==> config.mk <==
export PLATFORM = sky130hd
export DESIGN_NAME = sync_filter_nbit
export DESIGN_NICKNAME = d
export VERILOG_FILES = /design/src/rtl/sync_filter_nbit_pkg.sv /design/src/rtl/sync_filter_nbit_ch.sv /design/src/rtl/sync_filter_nbit.sv
export SDC_FILE = /design/constraint.sdc
export NUM_CORES = 1
export LEC_CHECK = 0
export CELL_PAD_IN_SITES_DETAIL_PLACEMENT = 1
export CELL_PAD_IN_SITES_GLOBAL_PLACEMENT = 2
export CORE_AREA = 2 2 39 41
export DETAILED_ROUTE_END_ITERATION = 12
export DIE_AREA = 0 0 41 43
export GPL_TIMING_DRIVEN = 1
export PLACE_DENSITY = 0.61
export REMOVE_ABC_BUFFERS = 1
export SLEW_MARGIN = 10
export SYNTH_ARGS = -nofsm -noshare
export SYNTH_HDL_FRONTEND = slang
export SYNTH_SLANG_ARGS = --single-unit
==> constraint.sdc <==
create_clock -name dst_clk_i -period 2.2 [get_ports dst_clk_i]
set_clock_uncertainty 0.2 [all_clocks]
set_input_delay 0.44 -clock dst_clk_i [delete_from_list [all_inputs] [get_ports dst_clk_i]]
set_output_delay 0.44 -clock dst_clk_i [all_outputs]
set_load 0.03 [all_outputs]
==> src/rtl/sync_filter_nbit_pkg.sv <==
// Shared constants and helpers for the level synchroniser / glitch filter.
// Also reused by the UART RX front end.
package sync_filter_nbit_pkg;

   localparam int SYNC_DEPTH_DEF = 2;
   localparam int FILT_CNT_DEF   = 4;

   // Bits needed to hold values 0 .. value-1.
   function automatic int clog2(input int value);
      int r;
      r = 0;
      while ((1 << r) < value) r++;
      return r;
   endfunction

endpackage

==> src/rtl/sync_filter_nbit_ch.sv <==
// One channel: sync chain, stability counter, filtered level, edge pulses.
// Ports: dst_clk_i, dst_rstn_i, src_data_i -> dst_data_o, rise_o, fall_o.
module sync_filter_ch
   import sync_filter_nbit_pkg::*;
#(
   parameter int   SYNC_DEPTH = SYNC_DEPTH_DEF,
   parameter int   FILT_CNT   = FILT_CNT_DEF,
   parameter logic RST_VAL    = 1'b0
) (
   input  logic dst_clk_i,
   input  logic dst_rstn_i,
   input  logic src_data_i,
   output logic dst_data_o,
   output logic rise_o,
   output logic fall_o
);

   localparam int CW = clog2(FILT_CNT + 1);

   if (SYNC_DEPTH < 2 || FILT_CNT < 1) begin : g_bad_param
      $error("sync_filter_ch: need SYNC_DEPTH >= 2 and FILT_CNT >= 1");
   end

   (* ASYNC_REG = "TRUE" *)
   logic [SYNC_DEPTH-1:0] sync_q;

   logic          s;
   logic          q;
   logic          load;
   logic [CW-1:0] cnt;

   always_ff @(posedge dst_clk_i or negedge dst_rstn_i) begin
      if (!dst_rstn_i) begin
         sync_q <= {SYNC_DEPTH{RST_VAL}};
      end else begin
         sync_q <= {sync_q[SYNC_DEPTH-2:0], src_data_i};
      end
   end

   assign s = sync_q[SYNC_DEPTH-1];

   // Accept on the FILT_CNT-th consecutive cycle that s disagrees with q.
   always_comb begin
      load = 1'b0;
      if (s != q && cnt == CW'(FILT_CNT - 1)) begin
         load = 1'b1;
      end
   end

   always_ff @(posedge dst_clk_i or negedge dst_rstn_i) begin
      if (!dst_rstn_i) begin
         q      <= RST_VAL;
         cnt    <= '0;
         rise_o <= 1'b0;
         fall_o <= 1'b0;
      end else begin
         rise_o <= load & s;
         fall_o <= load & ~s;
         if (s == q) begin
            cnt <= '0;
         end else if (load) begin
            q   <= s;
            cnt <= '0;
         end else begin
            cnt <= cnt + CW'(1);
         end
      end
   end

   assign dst_data_o = q;

endmodule

==> src/rtl/sync_filter_nbit.sv <==
// WIDTH independent synchronise-and-filter channels with edge pulses.
// Ports: dst_clk_i, dst_rstn_i, src_data_i[W] -> dst_data_o, rise_o, fall_o.
module sync_filter_nbit
   import sync_filter_nbit_pkg::*;
#(
   parameter int               WIDTH      = 1,
   parameter int               SYNC_DEPTH = SYNC_DEPTH_DEF,
   parameter int               FILT_CNT   = FILT_CNT_DEF,
   parameter logic [WIDTH-1:0] RST_VAL    = {WIDTH{1'b0}}
) (
   input  logic             dst_clk_i,
   input  logic             dst_rstn_i,
   input  logic [WIDTH-1:0] src_data_i,
   output logic [WIDTH-1:0] dst_data_o,
   output logic [WIDTH-1:0] rise_o,
   output logic [WIDTH-1:0] fall_o
);

   for (genvar i = 0; i < WIDTH; i++) begin : g_ch
      sync_filter_ch #(
         .SYNC_DEPTH (SYNC_DEPTH),
         .FILT_CNT   (FILT_CNT),
         .RST_VAL    (RST_VAL[i])
      ) u_ch (
         .dst_clk_i  (dst_clk_i),
         .dst_rstn_i (dst_rstn_i),
         .src_data_i (src_data_i[i]),
         .dst_data_o (dst_data_o[i]),
         .rise_o     (rise_o[i]),
         .fall_o     (fall_o[i])
      );
   end

endmodule
## After elaboration in Yosys (flattened, before gate mapping)

Index checks and enable logic that the tools add are counted.
W data, S select, Z words.

| word-level totals | value |
|---|---|
| flip-flop bits (word level) | 8 |
| latch bits | 0 |
| bits in writable memories | 0 |
| ROM bits | 0 |
| input bits | 3 |
| output and inout port bits | 3 |
| logic and storage cells | 18 |
| memories kept | 0 |

| operators by class | value |
|---|---|
| $add $sub $neg | 1 |
| multiply operators | 0 |
| divide/modulo/power cells | 0 |
| order comparisons | 0 |
| equality and inequality tests | 3 |
| shifts and indexed selects | 0 |
| mux-type cells | 3 |
| bitwise operators | 4 |
| reduce and logical (&&, ||, !) cells | 2 |

Operator list:

| operator | count |
|---|---|
| $mux W3 | 2 |
| $add A3 B1 Y3 const B | 1 |
| $eq A3 B2 Y1 const B | 1 |
| $and A1 B1 Y1 | 2 |
| $not A1 Y1 | 2 |
| $reduce_and A2 Y1 | 1 |
| $eq A1 B1 Y1 | 1 |
| $logic_and A1 B1 Y1 | 1 |
| $mux W1 | 1 |
| $ne A1 B1 Y1 | 1 |

## Logic depth before layout (Yosys ltp)

| depth | value |
|---|---|
| word-level depth | 5 |
| gate-level depth with buffers | 3 |
| depth with buffers taken out | 3 |

## Worst setup path after synthesis

Ideal clock, no wire load.

| timing path | value |
|---|---|
| path type | register -> register |
| from | reg g_ch[0].u_ch.cnt[0] |
| to | reg g_ch[0].u_ch.q |
| library setup time | 0.125 ns |
| arrival time | 0.982 ns |
| data required time | 1.875 ns |
| path slack | 0.893 ns |
| stages on the path, launching flop included | 4 |
| buffers on the path | 0 |
| clock period less this slack | 1.307 ns |
| cell sequence | dfrtp_1 > ha_1 > nor2b_4 > mux2_4 |

| between the ends | value |
|---|---|
| longest elaborated chain between the ends | 4 |

RTL lines:

| element | line | source |
|---|---|---|
| start, declared | sync_filter_nbit_ch.sv:30 | `logic [CW-1:0] cnt;` |
| start signal, assigned | sync_filter_nbit_ch.sv:65 | `cnt <= cnt + CW'(1);` |
| $eq A3 B2 Y1 | sync_filter_nbit_ch.sv:45 | `if (s != q && cnt == CW'(FILT_CNT - 1)) begin` |
| $logic_and A1 B1 Y1 | sync_filter_nbit_ch.sv:45 |  |
| $mux W1 | sync_filter_nbit_ch.sv:45 |  |
| $reduce_and A2 Y1 (no source line) | - |  |
| end signal, assigned | sync_filter_nbit_ch.sv:62 | `q <= s;` |
| end, declared | sync_filter_nbit_ch.sv:28 | `logic q;` |

Every way passes these cells.
A chain may end at the register's enable or synchronous reset.

## Worst setup path in the final report

| timing path | value |
|---|---|
| from | reg g_ch[0].u_ch.q |
| to | out dst_data_o |

RTL lines:

| element | line | source |
|---|---|---|
| end, declared | sync_filter_nbit.sv:14 | `output logic [WIDTH-1:0] dst_data_o,` |

No word-level cell between the ends.

==> run_results.csv <==
group,metric,value,unit
run_status,status,"finished clean",
synth,postSynthAreaPerCell,17.3,um2
detailed_routing,num_vias,158,
detailed_routing,ant_nets,0,
timing,setup_viol,0,
placement,dpl_worst_slack,0.450,ns
timing,worst_pin_slew,0.336,ns
hold_path,hold_path.class,"flop to flop",
grt,grt_max_degree,9,
synth,ys_ff_latch,8,
synth,yosys.area.top_type,"dfrtp_1",
timing,setup_ws,0.180,ns
worst_setup_path,path_delay_family,"buffers and inverters",
floorplanning,die_y,43,um
timing,min_period_over_period,91.8,%
timing,slew_violations,0,
floorplanning,coreArea,1380,um2
job,maxCapViolations,0,
finish,layoutNonFillerInstCount,41,
hold_path,hp-start,"g_ch[0].u_ch.sync_q[0]",
worst_setup_path,r2r_setup_slack,0.85,ns
clock_tree,cts_tree,"built",
synth,syn_area,294,um2
placement,gp_congestion,0.694,
pwr,leakagePower,0.179,nW
synth,synth.distinct_cells,9,
pwr,power.density,1110,nW/um2
floorplanning,io_pins,6,
finish,fillers,144,
detailed_routing,drc,0,
worst_setup_path,cp.arrival,1.38,ns
timing,period_needed,2.02,ns
floorplanning,die_area,1760,um2
floorplanning,rows,14,
synth,synthTopCellsByArea,"dfrtp_1 68%, and3b_2 6.8%, mux2_4 5.1%, nor2b_4 4.7%, ha_1 4.3%",
detailed_routing,totalWireLength,434,um
grt,grt_usage,8.05,%
worst_setup_path,start_kind,"flop",
grt,first_global_vias,166,
detailed_routing,first_iter_violations,3,
clock_tree,clock-sinks,8,
timing,relSlewSlack,77.5,%
detailed_routing,drt-pass1-iter-count,2,
clock_tree,cts_inserted_buffers,3,
hold_path,whs_path_depth,0,
worst_setup_path,crit_cells,1,
clock_tree,clk_latency,0.25,ns
timing,final_hold_viol_count,0,
worst_setup_path,endpoint_kind,"primary output",
synth,ys_seq_area_share,68.1,%
placement,io_buffers,5,
synth,synthCells,17,
pwr,finalPower,0.431,mW
clock_tree,clock_path_buffers,2,
worst_setup_path,worstSetupPathType,"flop to primary output",
finish,drive_above_1_share,32.0,%
timing,fmax,495,MHz
timing,tns,0,ns
detailed_routing,wl_per_cell,10.6,um
worst_setup_path,cp.buffers_inverters,1,
worst_setup_path,rr_worst_depth,3,
worst_setup_path,critPathMaxFanout,5,
finish,area_growth,31.5,%
finish,num_antenna_cells,0,
clock_tree,clockRootBuffer,"clkbuf_4",
clock_tree,h-tree-depth,1,
synth,yosysWarnings,0,
worst_setup_path,crit_slowest_cell,"clkdlybuf4s50_1",
worst_setup_path,worstPathRequired,1.56,ns
worst_setup_path,reg2reg_to,"g_ch[0].u_ch.dst_data_o",
clock_tree,clkSlewWorstSetupHoldPaths,0.05,ns
pwr,irDropWorstVdd,394,uV
floorplanning,start_util,21.2,%
grt,grt_pass1_wl,779,um
worst_setup_path,crit_chain,"clkdlybuf4s50_1",
detailed_routing,viasPerCell,3.85,
synth,synth_top_area_share,68.1,%
timing,grt_setup_unrepaired,"false",
worst_setup_path,max_stage_delay,0.71,ns
grt,grt-ovfl-total,0,
placement,dp.cells,38,
clock_tree,cts_hold_buf,0,
hold_path,min_to,"g_ch[0].u_ch.sync_q[1]",
clock_tree,cts_setup_buffers,0,
worst_setup_path,r2r_start,"g_ch[0].u_ch.cnt[0]",
clock_tree,post_cts_resized,0,
grt,antenna_found_initial,0,
finish,fin_nets,31,
floorplanning,die_w,41,um
==> how the worst max path moves through the flow <==
stage	start	endpoint	slack (ns)
global placement	g_ch[0].u_ch.dst_data_o	dst_data_o	0.50
floorplan	g_ch[0].u_ch.cnt[0]	g_ch[0].u_ch.dst_data_o	0.89
global route	g_ch[0].u_ch.dst_data_o	dst_data_o	0.12
finish	g_ch[0].u_ch.dst_data_o	dst_data_o	0.18
CTS	g_ch[0].u_ch.dst_data_o	dst_data_o	0.17
detailed placement	g_ch[0].u_ch.dst_data_o	dst_data_o	0.45
==> flip-flops by register name (all words and copies together), names as in the netlist <==
register and cells:
g_ch.u_ch.dst_data_o 1, g_ch.u_ch.sync_q 2, g_ch.u_ch.cnt 3, g_ch.u_ch.rise_o 1
g_ch.u_ch.fall_o 1
==> layer usage <==
layer / vias to the layer above / wire (um) / GRT usage, %
met1: 78 / 153 / 7.77
met2: 7 / 237 / 9.06
li1: 73 / - / -
met3: 0 / 43 / 6.28
met5: - / 0 / 0
met4: 0 / 0 / 10.0
==> through the flow <==
| step | hold WS, ns | util (%) | cell area, um2 |
|---|---|---|---|
| final | 0.155 | 27.9 | 387 |
| after global routing | 0.160 | 27.9 | 387 |
| after CTS | 0.157 | 27.9 | 387 |
| after detailed placement | 0.141 | 26.3 | 364 |
| after global placement | 0.143 | 26.3 | 364 |
| after floorplan | -0.0556 | - | 294 |
==> cell usage after synthesis <==
cell     instances
dfrtp_1          8
and3b_2          2
ha_1             1
mux2_4           1
nor2b_1          1
nor2b_4          1
nor3_1           1
nor3b_2          1
xnor2_1          1
==> cell families after synthesis <==
| group | Yosys count | synth area share, % |
|---|---|---|
| muxes | 1 | 5.10 |
| and+or+nand+nor | 6 | 19.6 |
| adders and majority gates | 1 | 4.25 |
| DFF | 8 | 68.1 |
| xor gates and xnor gates | 1 | 2.98 |
==> cells in the final DEF, fill, tap and decap left out <==
master and n:
dfrtp_1 8, clkdlybuf4s50_1 5, clkbuf_4 3, and3b_2 2, nor2b_4 1, xnor2_1 1, nor3_1 1, nor2b_1 1
nor3b_2 1, mux2_4 1, ha_1 1
==> cell type report <==
cell class	count	area, um2	share of cell area [%]
tap	16	20.0	5.18
clock buffer	3	22.5	5.83
multi-input combinational	9	93.8	24.3
sequential	8	200	51.8
timing repair buffer	5	50.0	12.9
==> power by group <==
part	internal (mW)	switching [mW]	total, mW
clock	0.0622	0.0465	0.109
sequential	0.176	0.0217	0.198
combinational	0.0652	0.0590	0.124
total	0.303	0.127	0.431
Power figures use the tool's default switching activity.
